--- src/rtl/sram_arbiter.sv ---
// Two-port sequencer for the external 512Kx8 async SRAM: the CPU has priority, the DMA port gets the remaining slots.
// Define SRAM_DMA_READ_EN to let DMA reads run real SRAM read cycles; otherwise they are acknowledged without touching the SRAM.
module sram_arbiter #(
  parameter int WRC = 1
) (
  input  logic        clock,
  input  logic        reset,
  input  logic        cpuRd,
  input  logic        cpuWr,
  input  logic [18:0] cpuA,
  input  logic [7:0]  cpuD,
  output logic [7:0]  cpuQ,
  input  logic        dmaReq,
  input  logic        dmaWr,
  input  logic [18:0] dmaA,
  input  logic [7:0]  dmaD,
  output logic [7:0]  dmaQ,
  output logic        dmaAck,
  output logic        busy,
  output logic [18:0] sramA,
  output logic [7:0]  sramDo,
  input  logic [7:0]  sramDi,
  output logic        sramDoe,
  output logic        sramWe
);

  typedef enum logic [2:0] {
    IDLE,
    RD_ADDR,
    RD_DATA,
    WR_SETUP,
    WR_STROBE,
    WR_HOLD,
    DMA_ACK
  } state_t;

  state_t      state;
  logic        ownerDma;
  logic        cpuArm;
  logic [1:0]  strobeCnt;
  logic        cpuGo;

  // Level requests only start an access once per assertion; cpuArm re-arms when both strobes are low.
  assign cpuGo = cpuArm & (cpuRd | cpuWr);

  always_ff @(posedge clock or negedge reset) begin
    if (!reset) begin
      state     <= IDLE;
      ownerDma  <= 1'b0;
      cpuArm    <= 1'b1;
      strobeCnt <= 2'd0;
      sramWe    <= 1'b1;
      sramDoe   <= 1'b0;
      dmaAck    <= 1'b0;
      busy      <= 1'b0;
      sramA     <= 19'd0;
      sramDo    <= 8'd0;
      cpuQ      <= 8'hFF;
      dmaQ      <= 8'hFF;
    end else begin
      dmaAck <= 1'b0;
      if (!cpuRd && !cpuWr)
        cpuArm <= 1'b1;

      case (state)
        IDLE: begin
          if (cpuGo) begin
            cpuArm   <= 1'b0;
            ownerDma <= 1'b0;
            busy     <= 1'b1;
            sramA    <= cpuA;
            sramDo   <= cpuD;
            if (cpuWr) begin
              state   <= WR_SETUP;
              sramDoe <= 1'b1;
            end else begin
              state <= RD_ADDR;
            end
          end else if (dmaReq) begin
            ownerDma <= 1'b1;
            busy     <= 1'b1;
            if (dmaWr) begin
              sramA   <= dmaA;
              sramDo  <= dmaD;
              sramDoe <= 1'b1;
              state   <= WR_SETUP;
            end else begin
`ifdef SRAM_DMA_READ_EN
              sramA <= dmaA;
              state <= RD_ADDR;
`else
              state  <= DMA_ACK;
              dmaAck <= 1'b1;
`endif
            end
          end
        end

        RD_ADDR: begin
          state <= RD_DATA;
`ifdef SRAM_DMA_READ_EN
          // DMA data is taken a clock early so it is already valid while dmaAck is high.
          if (ownerDma) begin
            dmaQ   <= sramDi;
            dmaAck <= 1'b1;
          end
`endif
        end

        RD_DATA: begin
          if (!ownerDma)
            cpuQ <= sramDi;
          state <= IDLE;
          busy  <= 1'b0;
        end

        WR_SETUP: begin
          state     <= WR_STROBE;
          sramWe    <= 1'b0;
          strobeCnt <= 2'd0;
        end

        WR_STROBE: begin
          if (strobeCnt == 2'(WRC - 1)) begin
            state  <= WR_HOLD;
            sramWe <= 1'b1;
            if (ownerDma)
              dmaAck <= 1'b1;
          end else begin
            strobeCnt <= strobeCnt + 2'd1;
          end
        end

        WR_HOLD: begin
          state   <= IDLE;
          sramDoe <= 1'b0;
          busy    <= 1'b0;
        end

        DMA_ACK: begin
          state <= IDLE;
          busy  <= 1'b0;
        end

        default: begin
          state   <= IDLE;
          sramWe  <= 1'b1;
          sramDoe <= 1'b0;
          busy    <= 1'b0;
        end
      endcase
    end
  end

endmodule
--- config.mk ---
export PLATFORM = sky130hd
export DESIGN_NAME = sram_arbiter
export DESIGN_NICKNAME = d
export VERILOG_FILES = /design/src/rtl/sram_arbiter.sv
export SDC_FILE = /design/constraint.sdc
export NUM_CORES = 1
export LEC_CHECK = 0
export ABC_AREA = 1
export BUFFER_PORTS_ARGS = -buffer_cell sky130_fd_sc_hd__buf_4
export CAP_MARGIN = 20
export CORE_MARGIN = 2
export CORE_UTILIZATION = 26
export DETAILED_ROUTE_END_ITERATION = 6
export SYNTH_ARGS = -nofsm -noshare
export SYNTH_HDL_FRONTEND = slang
export SYNTH_SLANG_ARGS = --single-unit
--- constraint.sdc ---
create_clock -name clock -period 1.74 [get_ports clock]
set_input_delay 0.087 -clock clock [delete_from_list [all_inputs] [get_ports clock]]
set_output_delay 0.087 -clock clock [all_outputs]
set_load 0.03 [all_outputs]
==> flow_summary.toml <==
[run_status]
run_status = "completed"

[synthesis]
yosys.area.top_type_share = 0.3842
ys_ff_latch = 46
synth-edff-count = 0
synth_cell_types = 25
synth.largest_area_cell = "sky130_fd_sc_hd__dfrtp_1"
synth_area_um2 = 2345
yosysWarningCount = 8
postSynthAreaPerCell_um2 = 7.816
postSynth.topFlopCell = "sky130_fd_sc_hd__dfrtp_1"
async_flop_share = 1.000
post_synth_main_area_contributors = "sky130_fd_sc_hd__dfrtp_1 (38%), sky130_fd_sc_hd__nand2_1 (28%), sky130_fd_sc_hd__dfstp_2 (11%)"
yosysSeqAreaShare = 0.4963
syn_inst = 300

[pwr]
static-leakage-power_nw = 1.878
clockPowerShare = 0.127
switching_share = 0.4537
power.combinational.fraction = 0.551
p_switching_mw = 2.756
intPower_mw = 3.319
power.share.sequential = 0.322
power_per_cell_area_nw_per_um2 = 1816
ir_worst_vdd_uv = 582.5

[critical_path]
arrival_ns = 1.73
critical_path.max_stage_delay_ns = 0.56
critical_path.top_delay_family = "buffers and inverters"
timing_worst_setup_path_type = "reg -> reg"
cp_data_required_time_ns = 1.96
end_kind = "flop"
worstSetupStartpointType = "flop"
cpMaxStageDelayCell = "sky130_fd_sc_hd__dlygate4sd3_1"
worst-path-buf-inv = 2
critPathMaxFanout = 7
critical_path_cell_list = "inv_2 -> nand2_4 -> nor2_8 -> o22ai_1 -> dlygate4sd3_1"

[hold_path]
class_of_the_tightest_hold_or_removal_check = "in -> reg"

[sta]
worst_slack_ns = 0.2325
hold_ws_ns = 0.03162
tightest_slew_ns = 0.5689
rsz0062_at_grt = "false"
report.final.slew_viol_count = 0
finalWorstPathRequiredPeriod_ns = 1.508
report.final.hold_viol_count = 0
final-setup-viol-count = 0
finalClockSkew_ns = 0.005477
finalCritPeriodShare = 0.8664
timing.setup.tns_ns = 0
slew_headroom = 0.6207
achievable-frequency_ghz = 0.6633

[place]
gpl.final_weighted_congestion = 0.8165
numPlacedInstances = 508
pre_cts_slack_ns = 0.3412
placedInstanceArea_um2 = 3209
port-buffer-count = 106
dp.final_hpwl_mm = 4.445

[die]
io_pins = 115
placeableCoreArea_um2 = 8721
initial_utilization = 0.2689
core.rowCount = 34
die_area_um2 = 9794
dieHeight_um = 98.97
horizontal_extent_of_the_die_um = 98.97

[route]
drt-total-wl_mm = 5.735
routed_via_density = 4.135
route.detailed.drc = 0
ant_nets = 0
num_vias = 2146
first_pass_iters = 4
wl_per_cell_um = 11.05
detail_route.iter0.violations = 46

[clock_tree]
postCtsSetupRepairBufs = 0
cts_tree = "built"
cts_root_buf = "sky130_fd_sc_hd__clkbuf_8"
cts_made_buffers = 5
clock_insertion_delay_worst_skew_ns = 0.29
cts.sinks = 46
clock_tree.buffer_depth = 2
ctsHtreeMaxLevel = 2
clk_transition_reported_paths_ns = 0.08

[final_layout]
area_growth_syn_to_layout_pct = 42.69
layout_cells_sized_above_1 = 0.3625
antenna-diode-count = 0
finish.cell_count_without_fillers = 519
num-nets-final = 479
filler_cell_count = 898
postLayoutCellArea_um2 = 3346

[global_routing]
track_usage = 0.1231
first_global_vias = 2056
antenna_found_initial = 0
maximum_number_of_pins_on_one_net_before_global_route_repair = 47
grt_pass1_wl_mm = 9.791
globalRouteOverflowTotal = 0

[flow_run]
max_cap_violations = 0
[final timing paths]
kind	from	endpoint	slack [ns]	cells after the start
setup reg to reg	state[0]	cpuArm	0.23	5
max in group asynchronous	reset	busy	1.00	2
hold / removal	sramDi[4]	cpuQ[4]	0.03	2
setup / recovery	state[0]	cpuArm	0.23	5
hold reg to reg	sramA[9]	sramA[9]	0.49	2
min in group asynchronous	reset	state[1]	0.34	2
[cell type report]
type | instances | area [µm²] | area share
timing repair buffer | 114 | 863.3 | 0.2580
tap | 108 | 135.1 | 0.04039
multi-input combinational | 229 | 1020 | 0.3048
clock buffer | 7 | 76.32 | 0.02281
sequential | 46 | 1164 | 0.3478
inverter | 14 | 57.56 | 0.01720
clock inverter | 1 | 30.03 | 0.008975
[synthesized netlist by cell type, types with 4 or more instances]
cell and n:
sky130_fd_sc_hd__a21oi_1 4, sky130_fd_sc_hd__buf_2 4, sky130_fd_sc_hd__buf_4 12, sky130_fd_sc_hd__dfrtp_1 36
sky130_fd_sc_hd__dfstp_2 10, sky130_fd_sc_hd__inv_1 9, sky130_fd_sc_hd__inv_2 4, sky130_fd_sc_hd__mux2_2 8
sky130_fd_sc_hd__nand2_1 175, sky130_fd_sc_hd__nand3_1 6, sky130_fd_sc_hd__nor2_1 11
[repair_timing]
item,4_1_cts,5_1_grt
gates resized for setup,0,0
hold endpoints to repair,37,0
hold buffers,3,0
[worst reg2reg max path, cell delays in order, from the launching register on]
cell and delay, ns:
sky130_fd_sc_hd__dfrtp_1 0.45, sky130_fd_sc_hd__inv_2 0.09, sky130_fd_sc_hd__nand2_4 0.08, sky130_fd_sc_hd__nor2_8 0.16
sky130_fd_sc_hd__o22ai_1 0.10, sky130_fd_sc_hd__dlygate4sd3_1 0.56
[layer usage]
layer | vias to the layer above | part of all wire | track usage | routed length [µm]
met5 | - | 0 | 0 | 0
li1 | 1112 | - | - | -
met2 | 85 | 0.49 | 0.2069 | 2825
met3 | 2 | 0.084 | 0.03688 | 481
met1 | 947 | 0.42 | 0.1575 | 2412
met4 | 0 | 0.0026 | 0.02529 | 15
[cells in the final DEF (no fill, tap or decap), types with 5 or more instances in the layout]
cell,instances
sky130_fd_sc_hd__buf_4,111
sky130_fd_sc_hd__nand3_1,6
sky130_fd_sc_hd__nor2_1,10
sky130_fd_sc_hd__inv_1,9
sky130_fd_sc_hd__conb_1,8
sky130_fd_sc_hd__dfrtp_1,36
sky130_fd_sc_hd__clkbuf_8,5
sky130_fd_sc_hd__mux2_2,8
sky130_fd_sc_hd__nand2_1,175
sky130_fd_sc_hd__dfstp_2,10
[sequential cells by signal, summed over array words and instances (netlist names), 2 cells and up]
name / flops
cpuQ: 8
sramA: 19
sramDo: 8
state: 3
strobeCnt: 2
[kinds of logic (layout without fill, tap and decap cells)]
group | count (synthesis) | after routing | share of synthesized area
compound gates | 14 | 14 | 0.03469
other cells | 1 | 8 | 0.001599
flops | 46 | 46 | 0.4963
buf+inv | 32 | 136 | 0.08111
fa+ha+maj | 1 | 1 | 0.005335
simple gates | 198 | 198 | 0.3426
mux | 8 | 8 | 0.03842
[through the flow]
step                power, mW    util
global route            6.595  0.3836
global placement        5.303  0.3680
floorplan               4.230       -
finish                  6.075  0.3836
CTS                     6.187  0.3836
detailed placement      5.367  0.3680
[power groups by stage]
stage               Clock (mW)  Sequential, mW  Combinational, mW
floorplan                    0            2.79               1.44
global placement             0            1.96               3.35
detailed placement           0            1.97               3.40
CTS                      0.809            1.96               3.41
global route             0.859            2.03               3.70
finish                   0.772            1.96               3.35
Note: power is estimated with default switching activity, not from simulation.
